## src/rtl/dm_port_arbiter_if.sv

```systemverilog
// Bundle of the two master request/ack channels and the byte-wide memory port
// that dm_port_arbiter sits between.
interface dm_port_arbiter_if #(
  parameter int unsigned ADDR_W = 14
);
  logic              cpu_req;
  logic [5:0]        cpu_op;
  logic [ADDR_W-1:0] cpu_addr;
  logic [31:0]       cpu_wdata;
  logic              cpu_ack;
  logic [31:0]       cpu_rdata;

  logic              dma_req;
  logic [5:0]        dma_op;
  logic [ADDR_W-1:0] dma_addr;
  logic [31:0]       dma_wdata;
  logic              dma_ack;
  logic [31:0]       dma_rdata;

  logic [ADDR_W-1:0] mem_addr;
  logic [7:0]        mem_wdata;
  logic              mem_we;
  logic [7:0]        mem_rdata;

  logic              busy;
  logic              err;

  modport master (
    output cpu_req, cpu_op, cpu_addr, cpu_wdata,
    output dma_req, dma_op, dma_addr, dma_wdata,
    output mem_rdata,
    input  cpu_ack, cpu_rdata, dma_ack, dma_rdata,
    input  mem_addr, mem_wdata, mem_we, busy, err
  );

  modport slave (
    input  cpu_req, cpu_op, cpu_addr, cpu_wdata,
    input  dma_req, dma_op, dma_addr, dma_wdata,
    input  mem_rdata,
    output cpu_ack, cpu_rdata, dma_ack, dma_rdata,
    output mem_addr, mem_wdata, mem_we, busy, err
  );
endinterface

```

## src/rtl/dm_port_arbiter.sv

```systemverilog
// Two-master arbiter and byte sequencer for the 8-bit data memory port:
// splits MIPS loads/stores into byte cycles and extends load results.
module dm_port_arbiter #(
  parameter int unsigned ADDR_W = 14
) (
  input  logic             clk,
  input  logic             rst_n,
  dm_port_arbiter_if.slave bus
);

  localparam logic [1:0] S_IDLE = 2'd0;
  localparam logic [1:0] S_XFER = 2'd1;
  localparam logic [1:0] S_DONE = 2'd2;

  localparam logic [5:0] OP_LB  = 6'd32;
  localparam logic [5:0] OP_LH  = 6'd33;
  localparam logic [5:0] OP_LW  = 6'd35;
  localparam logic [5:0] OP_LBU = 6'd36;
  localparam logic [5:0] OP_LHU = 6'd37;
  localparam logic [5:0] OP_SB  = 6'd40;
  localparam logic [5:0] OP_SH  = 6'd41;
  localparam logic [5:0] OP_SW  = 6'd43;

  function automatic logic is_legal(input logic [5:0] op);
    case (op)
      OP_LB, OP_LH, OP_LW, OP_LBU, OP_LHU, OP_SB, OP_SH, OP_SW: is_legal = 1'b1;
      default:                                                  is_legal = 1'b0;
    endcase
  endfunction

  function automatic logic is_store(input logic [5:0] op);
    is_store = (op == OP_SB) || (op == OP_SH) || (op == OP_SW);
  endfunction

  function automatic logic [1:0] last_idx(input logic [5:0] op);
    case (op)
      OP_LH, OP_LHU, OP_SH: last_idx = 2'd1;
      OP_LW, OP_SW:         last_idx = 2'd3;
      default:              last_idx = 2'd0;
    endcase
  endfunction

  function automatic logic [ADDR_W-1:0] base_addr(input logic [ADDR_W-1:0] a,
                                                  input logic [5:0] op);
    case (op)
      OP_LH, OP_LHU, OP_SH: base_addr = {a[ADDR_W-1:1], 1'b0};
      OP_LW, OP_SW:         base_addr = {a[ADDR_W-1:2], 2'b00};
      default:              base_addr = a;
    endcase
  endfunction

  function automatic logic [31:0] extend(input logic [5:0] op, input logic [31:0] v);
    case (op)
      OP_LH:   extend = {{16{v[15]}}, v[15:0]};
      OP_LHU:  extend = {16'h0000, v[15:0]};
      OP_LB:   extend = {{24{v[7]}}, v[7:0]};
      OP_LBU:  extend = {24'h000000, v[7:0]};
      default: extend = v;
    endcase
  endfunction

  logic [1:0]        state_q, state_d;
  logic [1:0]        k_q, k_d;
  logic              sel_dma_q, sel_dma_d;
  logic              prio_dma_q, prio_dma_d;
  logic [5:0]        op_q, op_d;
  logic [31:0]       wdata_q, wdata_d;
  logic [31:0]       asm_q, asm_d;
  logic [31:0]       cpu_rdata_q, cpu_rdata_d;
  logic [31:0]       dma_rdata_q, dma_rdata_d;
  logic              cpu_ack_q, cpu_ack_d;
  logic              dma_ack_q, dma_ack_d;
  logic              err_q, err_d;
  logic [ADDR_W-1:0] mem_addr_q, mem_addr_d;
  logic [7:0]        mem_wdata_q, mem_wdata_d;
  logic              mem_we_q, mem_we_d;

  logic              grant_dma;
  logic [5:0]        req_op;
  logic [ADDR_W-1:0] req_addr;
  logic [31:0]       req_wdata;
  logic [31:0]       asm_byte;

  // DMA wins only when it is alone or it is its turn on a tie.
  assign grant_dma = bus.dma_req & (~bus.cpu_req | prio_dma_q);
  assign req_op    = grant_dma ? bus.dma_op    : bus.cpu_op;
  assign req_addr  = grant_dma ? bus.dma_addr  : bus.cpu_addr;
  assign req_wdata = grant_dma ? bus.dma_wdata : bus.cpu_wdata;

  always_comb begin
    state_d     = state_q;
    k_d         = k_q;
    sel_dma_d   = sel_dma_q;
    prio_dma_d  = prio_dma_q;
    op_d        = op_q;
    wdata_d     = wdata_q;
    asm_d       = asm_q;
    cpu_rdata_d = cpu_rdata_q;
    dma_rdata_d = dma_rdata_q;
    mem_addr_d  = mem_addr_q;
    mem_wdata_d = mem_wdata_q;
    mem_we_d    = mem_we_q;
    cpu_ack_d   = 1'b0;
    dma_ack_d   = 1'b0;
    err_d       = 1'b0;
    asm_byte    = asm_q;
    asm_byte[{k_q, 3'b000} +: 8] = bus.mem_rdata;

    case (state_q)
      S_IDLE: begin
        if (bus.cpu_req || bus.dma_req) begin
          sel_dma_d  = grant_dma;
          prio_dma_d = ~grant_dma;
          op_d       = req_op;
          wdata_d    = req_wdata;
          k_d        = 2'd0;
          asm_d      = '0;
          if (is_legal(req_op)) begin
            state_d    = S_XFER;
            mem_addr_d = base_addr(req_addr, req_op);
            mem_we_d   = is_store(req_op);
            if (is_store(req_op)) mem_wdata_d = req_wdata[7:0];
          end else begin
            state_d = S_DONE;
            err_d   = 1'b1;
            if (grant_dma) begin
              dma_ack_d   = 1'b1;
              dma_rdata_d = '0;
            end else begin
              cpu_ack_d   = 1'b1;
              cpu_rdata_d = '0;
            end
          end
        end
      end
      S_XFER: begin
        if (!is_store(op_q)) asm_d = asm_byte;
        if (k_q == last_idx(op_q)) begin
          state_d  = S_DONE;
          mem_we_d = 1'b0;
          if (sel_dma_q) dma_ack_d = 1'b1;
          else           cpu_ack_d = 1'b1;
          // Result is built from asm_byte so the final byte lands in the same edge.
          if (!is_store(op_q)) begin
            if (sel_dma_q) dma_rdata_d = extend(op_q, asm_byte);
            else           cpu_rdata_d = extend(op_q, asm_byte);
          end
        end else begin
          k_d        = k_q + 2'd1;
          mem_addr_d = mem_addr_q + ADDR_W'(1);
          if (is_store(op_q)) begin
            wdata_d     = {8'h00, wdata_q[31:8]};
            mem_wdata_d = wdata_q[15:8];
          end
        end
      end
      S_DONE:  state_d = S_IDLE;
      default: state_d = S_IDLE;
    endcase
  end

  always_ff @(posedge clk) begin
    if (!rst_n) begin
      state_q     <= S_IDLE;
      k_q         <= '0;
      sel_dma_q   <= 1'b0;
      prio_dma_q  <= 1'b0;
      op_q        <= '0;
      wdata_q     <= '0;
      asm_q       <= '0;
      cpu_rdata_q <= '0;
      dma_rdata_q <= '0;
      cpu_ack_q   <= 1'b0;
      dma_ack_q   <= 1'b0;
      err_q       <= 1'b0;
      mem_addr_q  <= '0;
      mem_wdata_q <= '0;
      mem_we_q    <= 1'b0;
    end else begin
      state_q     <= state_d;
      k_q         <= k_d;
      sel_dma_q   <= sel_dma_d;
      prio_dma_q  <= prio_dma_d;
      op_q        <= op_d;
      wdata_q     <= wdata_d;
      asm_q       <= asm_d;
      cpu_rdata_q <= cpu_rdata_d;
      dma_rdata_q <= dma_rdata_d;
      cpu_ack_q   <= cpu_ack_d;
      dma_ack_q   <= dma_ack_d;
      err_q       <= err_d;
      mem_addr_q  <= mem_addr_d;
      mem_wdata_q <= mem_wdata_d;
      mem_we_q    <= mem_we_d;
    end
  end

  assign bus.cpu_ack   = cpu_ack_q;
  assign bus.cpu_rdata = cpu_rdata_q;
  assign bus.dma_ack   = dma_ack_q;
  assign bus.dma_rdata = dma_rdata_q;
  assign bus.mem_addr  = mem_addr_q;
  assign bus.mem_wdata = mem_wdata_q;
  assign bus.mem_we    = mem_we_q;
  assign bus.err       = err_q;
  assign bus.busy      = (state_q != S_IDLE);

endmodule

```

## src/flat_wrapper.sv

```systemverilog
// flat-port wrapper written by rule: the top's interface ports become plain ports
module dm_port_arbiter_flat 
#(
  parameter int unsigned ADDR_W = 14
)
  (clk, rst_n, bus_cpu_req, bus_cpu_op, bus_cpu_addr, bus_cpu_wdata, bus_dma_req, bus_dma_op, bus_dma_addr, bus_dma_wdata, bus_mem_rdata, bus_cpu_ack, bus_cpu_rdata, bus_dma_ack, bus_dma_rdata, bus_mem_addr, bus_mem_wdata, bus_mem_we, bus_busy, bus_err);
  dm_port_arbiter_if #(.ADDR_W(ADDR_W)) bus_i ();
  input  logic clk;
  input  logic rst_n;
  input wire logic [$bits(bus_i.cpu_req)-1:0] bus_cpu_req;
  input wire logic [$bits(bus_i.cpu_op)-1:0] bus_cpu_op;
  input wire logic [$bits(bus_i.cpu_addr)-1:0] bus_cpu_addr;
  input wire logic [$bits(bus_i.cpu_wdata)-1:0] bus_cpu_wdata;
  input wire logic [$bits(bus_i.dma_req)-1:0] bus_dma_req;
  input wire logic [$bits(bus_i.dma_op)-1:0] bus_dma_op;
  input wire logic [$bits(bus_i.dma_addr)-1:0] bus_dma_addr;
  input wire logic [$bits(bus_i.dma_wdata)-1:0] bus_dma_wdata;
  input wire logic [$bits(bus_i.mem_rdata)-1:0] bus_mem_rdata;
  output wire logic [$bits(bus_i.cpu_ack)-1:0] bus_cpu_ack;
  output wire logic [$bits(bus_i.cpu_rdata)-1:0] bus_cpu_rdata;
  output wire logic [$bits(bus_i.dma_ack)-1:0] bus_dma_ack;
  output wire logic [$bits(bus_i.dma_rdata)-1:0] bus_dma_rdata;
  output wire logic [$bits(bus_i.mem_addr)-1:0] bus_mem_addr;
  output wire logic [$bits(bus_i.mem_wdata)-1:0] bus_mem_wdata;
  output wire logic [$bits(bus_i.mem_we)-1:0] bus_mem_we;
  output wire logic [$bits(bus_i.busy)-1:0] bus_busy;
  output wire logic [$bits(bus_i.err)-1:0] bus_err;
  assign bus_i.cpu_req = bus_cpu_req;
  assign bus_i.cpu_op = bus_cpu_op;
  assign bus_i.cpu_addr = bus_cpu_addr;
  assign bus_i.cpu_wdata = bus_cpu_wdata;
  assign bus_i.dma_req = bus_dma_req;
  assign bus_i.dma_op = bus_dma_op;
  assign bus_i.dma_addr = bus_dma_addr;
  assign bus_i.dma_wdata = bus_dma_wdata;
  assign bus_i.mem_rdata = bus_mem_rdata;
  assign bus_cpu_ack = bus_i.cpu_ack;
  assign bus_cpu_rdata = bus_i.cpu_rdata;
  assign bus_dma_ack = bus_i.dma_ack;
  assign bus_dma_rdata = bus_i.dma_rdata;
  assign bus_mem_addr = bus_i.mem_addr;
  assign bus_mem_wdata = bus_i.mem_wdata;
  assign bus_mem_we = bus_i.mem_we;
  assign bus_busy = bus_i.busy;
  assign bus_err = bus_i.err;
  dm_port_arbiter #(.ADDR_W(ADDR_W)) u_core (.clk(clk), .rst_n(rst_n), .bus(bus_i));
endmodule
```

## config.mk

```make
export PLATFORM = sky130hd
export DESIGN_NAME = dm_port_arbiter_flat
export DESIGN_NICKNAME = d
export VERILOG_FILES = /design/src/rtl/dm_port_arbiter_if.sv /design/src/rtl/dm_port_arbiter.sv /design/src/flat_wrapper.sv
export SDC_FILE = /design/constraint.sdc
export NUM_CORES = 1
export LEC_CHECK = 0
export BUFFER_PORTS_ARGS = -buffer_cell sky130_fd_sc_hd__buf_2
export CAP_MARGIN = 5
export CORE_MARGIN = 2
export CORE_UTILIZATION = 48
export DETAILED_ROUTE_END_ITERATION = 8
export GPL_TIMING_DRIVEN = 0
export PLACE_DENSITY_LB_ADDON = 0.2
export SLEW_MARGIN = 20
export SYNTH_ARGS = -nofsm -noshare
export SYNTH_HDL_FRONTEND = slang
export SYNTH_SLANG_ARGS = --single-unit
```

## constraint.sdc

```tcl
create_clock -name clk -period 2.3 [get_ports clk]
set_clock_uncertainty 0.1 [all_clocks]
set_input_delay 0.46 -clock clk [delete_from_list [all_inputs] [get_ports clk]]
set_output_delay 0.46 -clock clk [all_outputs]
set_load 0.03 [all_outputs]
```

# Yosys cells after proc, flatten, opt, wreduce, memory -nomap -nowiden
# Index checks and enable logic that the tools add are counted.
# W data, S select, Z words.
totals:
  reg_bits: 166
  n_memories: 0
  ram_bits: 0
  elab_cells: 144
  input_bits: 116
  latchBits: 0
  mem_bits_ro: 0
  out_inout_bits: 91
classes:
  n_bitwise: 4
  magnitude_cmp: 0
  n_div: 0
  n_eq_ne: 30
  n_reduce_logical: 24
  n_addsub: 3
  shifts: 2
  n_mul: 0
  muxes: 66
op_table:
  columns: ["op", "count"]
  rows:
  - ["$mux W32", 18]
  - ["$pmux W32 S2", 4]
  - ["$pmux W32 S4", 1]
  - ["$eq A6 B6 Y1 const B", 16]
  - ["$mux W14", 4]
  - ["$mux W8", 5]
  - ["$bwmux W32", 1]
  - ["$shift A8 B7 Y32 const A", 1]
  - ["$shiftx A8 B7 Y32", 1]
  - ["$pmux W14 S2", 1]
  - ["$mux W1", 17]
  - ["$pmux W2 S2", 4]
  - ["$pmux W8 S2", 1]
  - ["$add A14 B1 Y14 const B", 1]
  - ["$ne A2 B1 Y1 const B", 7]
  - ["$reduce_and A7 Y1", 2]
  - ["$mux W2", 6]
  - ["$reduce_and A4 Y1", 3]
  - ["$ne A2 B2 Y1 const B", 5]
  - ["$reduce_and A3 Y1", 3]
  - ["$reduce_or A8 Y1", 1]
  - ["$neg A5 Y7", 1]
  - ["$mux W6", 1]
  - ["$pmux W1 S2", 3]
  - ["13 further kinds", 22]

# Logic depth before layout (Yosys ltp)
depth:
  word_depth: 12
  ltp_mapped: 10
  mapped_depth_nobuf: 8

# Worst setup path after synthesis
# OpenSTA, ideal clock, no wires.
synth_path:
  path_type: "reg2reg"
  startpoint: "register u_core.k_q[0]"
  endpoint: "register u_core.cpu_rdata_q[20], in the netlist u_core.bus.cpu_rdata[20]"
  t_required_ns: 2.075
  setup_slack_ns: -0.222
  path_stages_with_launch: 10
  synth_period_minus_slack_ns: 2.522
  n_path_buf: 1
  setup_ns: 0.125
  arrival_ns: 2.297
  path_cell_list: "dfxtp_1 > inv_1 > ha_1 > and3b_1 > a31oi_1 > nor3b_1 > o311ai_2 > buf_2 > a21o_1 > o21ai_0"
synth_via:
  elab_chain_len: 8
  word_cells_on_any_way: 12
  cone_classes: "add/sub: 1; eq/ne: 2; shift: 2; mux: 6; reduce/logical: 1"
synth_rtl:
  columns: ["item", "line_no", "text"]
  rows:
  - ["start: declaration", "dm_port_arbiter.sv:63", "logic [1:0] k_q, k_d;"]
  - ["start signal: assignment", "dm_port_arbiter.sv:181", "k_q <= k_d;"]
  - ["$neg A5 Y7", "dm_port_arbiter.sv:107", "asm_byte[{k_q, 3'b000} +: 8] = bus.mem_rdata;"]
  - ["$shiftx A8 B7 Y32 or $shift A8 B7 Y32 (tied branches)", "dm_port_arbiter.sv:107", null]
  - ["$bwmux W32", "dm_port_arbiter.sv:107", null]
  - ["$pmux W32 S4", "dm_port_arbiter.sv:53", "case (op)"]
  - ["$mux W32", "dm_port_arbiter.sv:145", "if (sel_dma_q) dma_rdata_d = extend(op_q, asm_byte);"]
  - ["$mux W32", "dm_port_arbiter.sv:144", "if (!is_store(op_q)) begin"]
  - ["$mux W32", "dm_port_arbiter.sv:138", "if (k_q == last_idx(op_q)) begin"]
  - ["$pmux W32 S2", "dm_port_arbiter.sv:109", "case (state_q)"]
  - ["end signal: assignment", "dm_port_arbiter.sv:187", "cpu_rdata_q <= cpu_rdata_d;"]
  - ["end: declaration", "dm_port_arbiter.sv:69", "logic [31:0] cpu_rdata_q, cpu_rdata_d;"]
# Several ways; a longest one is shown, not always the timed one. The select of a mux whose other input is x is not followed.
# A chain may end at the register's enable or synchronous reset.

# Worst setup path after layout
layout_path:
  startpoint: "register u_core.k_q[0]"
  endpoint: "register u_core.dma_rdata_q[31], in the netlist u_core.bus.dma_rdata[31]"
layout_via:
  elab_chain_len: 8
  word_cells_on_any_way: 12
  cone_classes: "add/sub: 1; eq/ne: 2; shift: 2; mux: 6; reduce/logical: 1"
layout_rtl:
  columns: ["item", "line_no", "text"]
  rows:
  - ["$neg A5 Y7", "dm_port_arbiter.sv:107", null]
  - ["$shiftx A8 B7 Y32 or $shift A8 B7 Y32 (tied branches)", "dm_port_arbiter.sv:107", null]
  - ["$bwmux W32", "dm_port_arbiter.sv:107", null]
  - ["$pmux W32 S4", "dm_port_arbiter.sv:53", null]
  - ["$mux W32", "dm_port_arbiter.sv:145", null]
  - ["$mux W32", "dm_port_arbiter.sv:144", null]
  - ["$mux W32", "dm_port_arbiter.sv:138", null]
  - ["$pmux W32 S2", "dm_port_arbiter.sv:109", null]
  - ["end signal: assignment", "dm_port_arbiter.sv:188", "dma_rdata_q <= dma_rdata_d;"]
  - ["end: declaration", "dm_port_arbiter.sv:70", "logic [31:0] dma_rdata_q, dma_rdata_d;"]
# Several ways; a longest one is shown, not always the timed one. The select of a mux whose other input is x is not followed.

==> metrics.txt <==
outcome=finished clean; post-placement cell count=1421; maximum VDD drop=0.543 mV; Setup crit start=u_core.k_q[0]$_SDFFE_PN0P_; prevailing post-synth register cell=dfxtp_1; CP Data Required Time=2.53 ns; Max-Slew Margin vs Limit=0.522; Clock power frac=0.380; CP Max Fanout=10; initial drt markers=721; die area=17100 sq um; largest net degree at the start of global routing=17; most frequent cells in the layout=buf_2 (212), nand2_1 (155), dfxtp_1 (150); worst-margin pin slew=0.714 ns; Pint=5160 uW; P per Cell Area=764 nW/um^2; Die Ht=131 um; Root Driver=clkbuf_16; worst reg2reg endpoint=u_core.bus.dma_rdata[31]$_SDFFE_PN0P_; Post-DP Area=9040 sq um; post-route insts no fill=1473; ANT cells=0; first-pass GRT wire length=38.8 mm; switching share of power=0.334; total core area=15800 sq um; R2R depth=11; num rows=46; setup slack at placement=-0.488 ns; Ys Warns=0; Crit Path Class=register to register; P_sw=2590 uW; proportion of layout cells with a drive suffix above 1=0.273; final worst slack=0.0281 ns; Comb power frac=0.227; library cells used by synthesis=57; min cycle time layout=2.27 ns; Mapped Avg Cell Area=7.71 sq um; drt wl/cell=17.2 um; total power=7750 uW; Final Hold Fails=0; critical path capture point=u_core.bus.dma_rdata[31]$_SDFFE_PN0P_; via/cell ratio=5.72; initial antenna violation count=0; Syn-to-layout area delta=31.5%; H-tree Lvls=4; vias in the first global route=7630; Min-Delay Path Class=primary input to register; Post-synth EDFFs=0; fmax=440 MHz; part of the Yosys area used for sequential elements=0.410; Clock Path Buffers=2; Final setup violation count=0; cell area after synthesis=7710 sq um; clock latency on the worst-skew pair=0.44 ns; post-synthesis async set-or-reset flop share=0; GRT overflow=0; I/O Buffers=205; number of max-cap violations=0; IO Pins=207; FF-to-FF setup slack=0.03 ns; cell leakage power=0.00424 uW; Vias=8432; Clock transition at path regs=0.07 ns; crit path DAT=2.50 ns; CTS tree=yes; DRT Pass-1 Iters=6; hold slack=0.240 ns; Placer Congestion=0.909; commonest non-fill, non-tap cell in the layout=buf_2; Syn Nets=1122; clock sinks=158; DP Wirelength=18.1 mm; hold buffers post-CTS=0; RSZ-0062 raised after global routing=yes; Max Slew Vio Count=0; count of state elements after synthesis=158; Total GRT Usage=0.290; Num CTS Buffers=17; Antenna Nets Post-Route=0; crit path capture type=register; cells after synthesis=1000; DRC violations left=0; sequential fraction of design power=0.393; post-route cell area=10100 sq um; Initial Utilization=0.489; Setup crit start kind=register; Total Routed Length=25.3 mm; Die X=131 um; period utilization=0.988; r2r startpoint=u_core.k_q[0]$_SDFFE_PN0P_; Layout Nets=1366
-- layer usage --
metal / share of wire / global-route usage / wire (um)
met5: 0 / 0 / 0
met3: 0.068 / 0.0440 / 1720
met2: 0.47 / 0.469 / 11800
met1: 0.45 / 0.401 / 11400
met4: 0.018 / 0.0939 / 463
-- state kept, by name, indices dropped and copies added, names as in the netlist --
signal                flops
u_core.k_q                2
u_core.bus.mem_we         1
u_core.state_q            2
u_core.prio_dma_q         1
u_core.wdata_q           24
u_core.asm_q             32
u_core.bus.mem_addr      14
u_core.bus.cpu_ack        1
u_core.bus.mem_wdata      8
u_core.bus.dma_rdata     32
u_core.sel_dma_q          1
u_core.bus.cpu_rdata     32
u_core.bus.err            1
u_core.bus.dma_ack        1
u_core.op_q               6
-- critical path, cell delays in order, from the launching register on --
cell	delay, ns
dfxtp_4	0.39
inv_6	0.07
ha_4	0.19
nor4bb_2	0.17
buf_4	0.14
a21oi_2	0.23
nor2_2	0.08
o311ai_4	0.28
buf_6	0.17
buf_6	0.13
a21o_1	0.15
o21ai_1	0.07
-- layout make-up --
| type | instances | area, sq um |
|---|---|---|
| Timing Repair Buffer | 227 | 1220 |
| Tap cell | 216 | 270 |
| Buffer | 74 | 347 |
| Multi-Input combinational cell | 760 | 4480 |
| Inverter | 6 | 30.0 |
| Clock inverter | 14 | 175 |
| Sequential cell | 158 | 3180 |
| Fill cell | 1469 | 5630 |
| Clock buffer | 18 | 439 |
-- cells by family (layout without fill, tap and decap cells) --
group           after synthesis  in the layout  synth area share
simple gates                436            436             0.275
compound gates              310            310             0.253
flops                       158            158             0.410
buf+inv                      82            339            0.0420
mux                           8              8            0.0105
fa+ha+maj                     6              6           0.00973
-- cell usage after synthesis (2+ instances only) --
cell type,n,share of area
a211oi_1,3,0.0029
mux2i_1,7,0.0091
a31oi_1,9,0.0073
nor4bb_1,2,0.0026
nand4_1,3,0.0024
o21ai_0,68,0.044
nor2b_1,47,0.038
nand2_1,157,0.076
nand3_1,129,0.084
buf_2,7,0.0045
a22oi_1,10,0.0097
buf_1,13,0.0063
o211a_1,7,0.0091
nand3b_1,2,0.0019
o22ai_1,6,0.0049
clkbuf_1,54,0.026
ha_1,6,0.0097
a31o_2,2,0.0023
dfxtp_1,158,0.41
a21boi_0,11,0.011
nand4b_1,2,0.0023
nor3_1,11,0.0071
buf_4,2,0.0019
o211ai_1,17,0.017
inv_1,6,0.0029
a21oi_1,63,0.041
a32oi_1,3,0.0034
o2111ai_1,8,0.0091
nor2_1,35,0.017
a21boi_1,18,0.018
nor3b_1,4,0.0039
and3_1,7,0.0057
and3b_1,2,0.0023
nor4_1,2,0.0016
nor2_2,2,0.0016
a21o_1,16,0.016
o221a_1,2,0.0029
and2_1,23,0.019
o21ai_1,56,0.036
nand2b_1,3,0.0024
-- power groups by stage --
stage | clock [uW] | combinational [uW] | sequential (uW)
3_3_place_gp | 0 | 1560 | 3070
6_report | 2950 | 1760 | 3040
2_1_floorplan | 0 | 897 | 3190
4_1_cts | 2950 | 1670 | 3040
3_5_place_dp | 0 | 1570 | 3080
5_1_grt | 3070 | 1900 | 3060
-- metrics by stage --
step	utilization	TNS, ns
after global placement	0.573	-33.66
after floorplan	-	0
final	0.643	0
after global routing	0.643	-0.452
after CTS	0.631	0
after detailed placement	0.573	-37.47
-- repair_timing --
action                                  4_1_cts  5_1_grt
endpoints found under the setup margin      133      124
buffers inserted                             10       12
gates cloned                                  0        1
resized for setup                            61       50
pin swaps                                     4       11
-- worst min-delay path by stage --
stage | startpoint | to | slack (ns) | depth (start not counted)
final | bus_cpu_req | u_core.prio_dma_q$_SDFFE_PN0P_ | 0.24 | 3
after global routing | bus_cpu_req | u_core.prio_dma_q$_SDFFE_PN0P_ | 0.27 | 3
after CTS | bus_cpu_req | u_core.prio_dma_q$_SDFFE_PN0P_ | 0.23 | 3
after detailed placement | u_core.bus.mem_wdata[4]$_SDFFE_PN0P_ | u_core.bus.mem_wdata[4]$_SDFFE_PN0P_ | 0.34 | 2
after global placement | u_core.bus.mem_wdata[5]$_SDFFE_PN0P_ | u_core.bus.mem_wdata[5]$_SDFFE_PN0P_ | 0.34 | 2
after floorplan | u_core.wdata_q[10]$_SDFFE_PN0P_ | u_core.wdata_q[10]$_SDFFE_PN0P_ | 0.34 | 2
(Power assumes the default switching activity.)
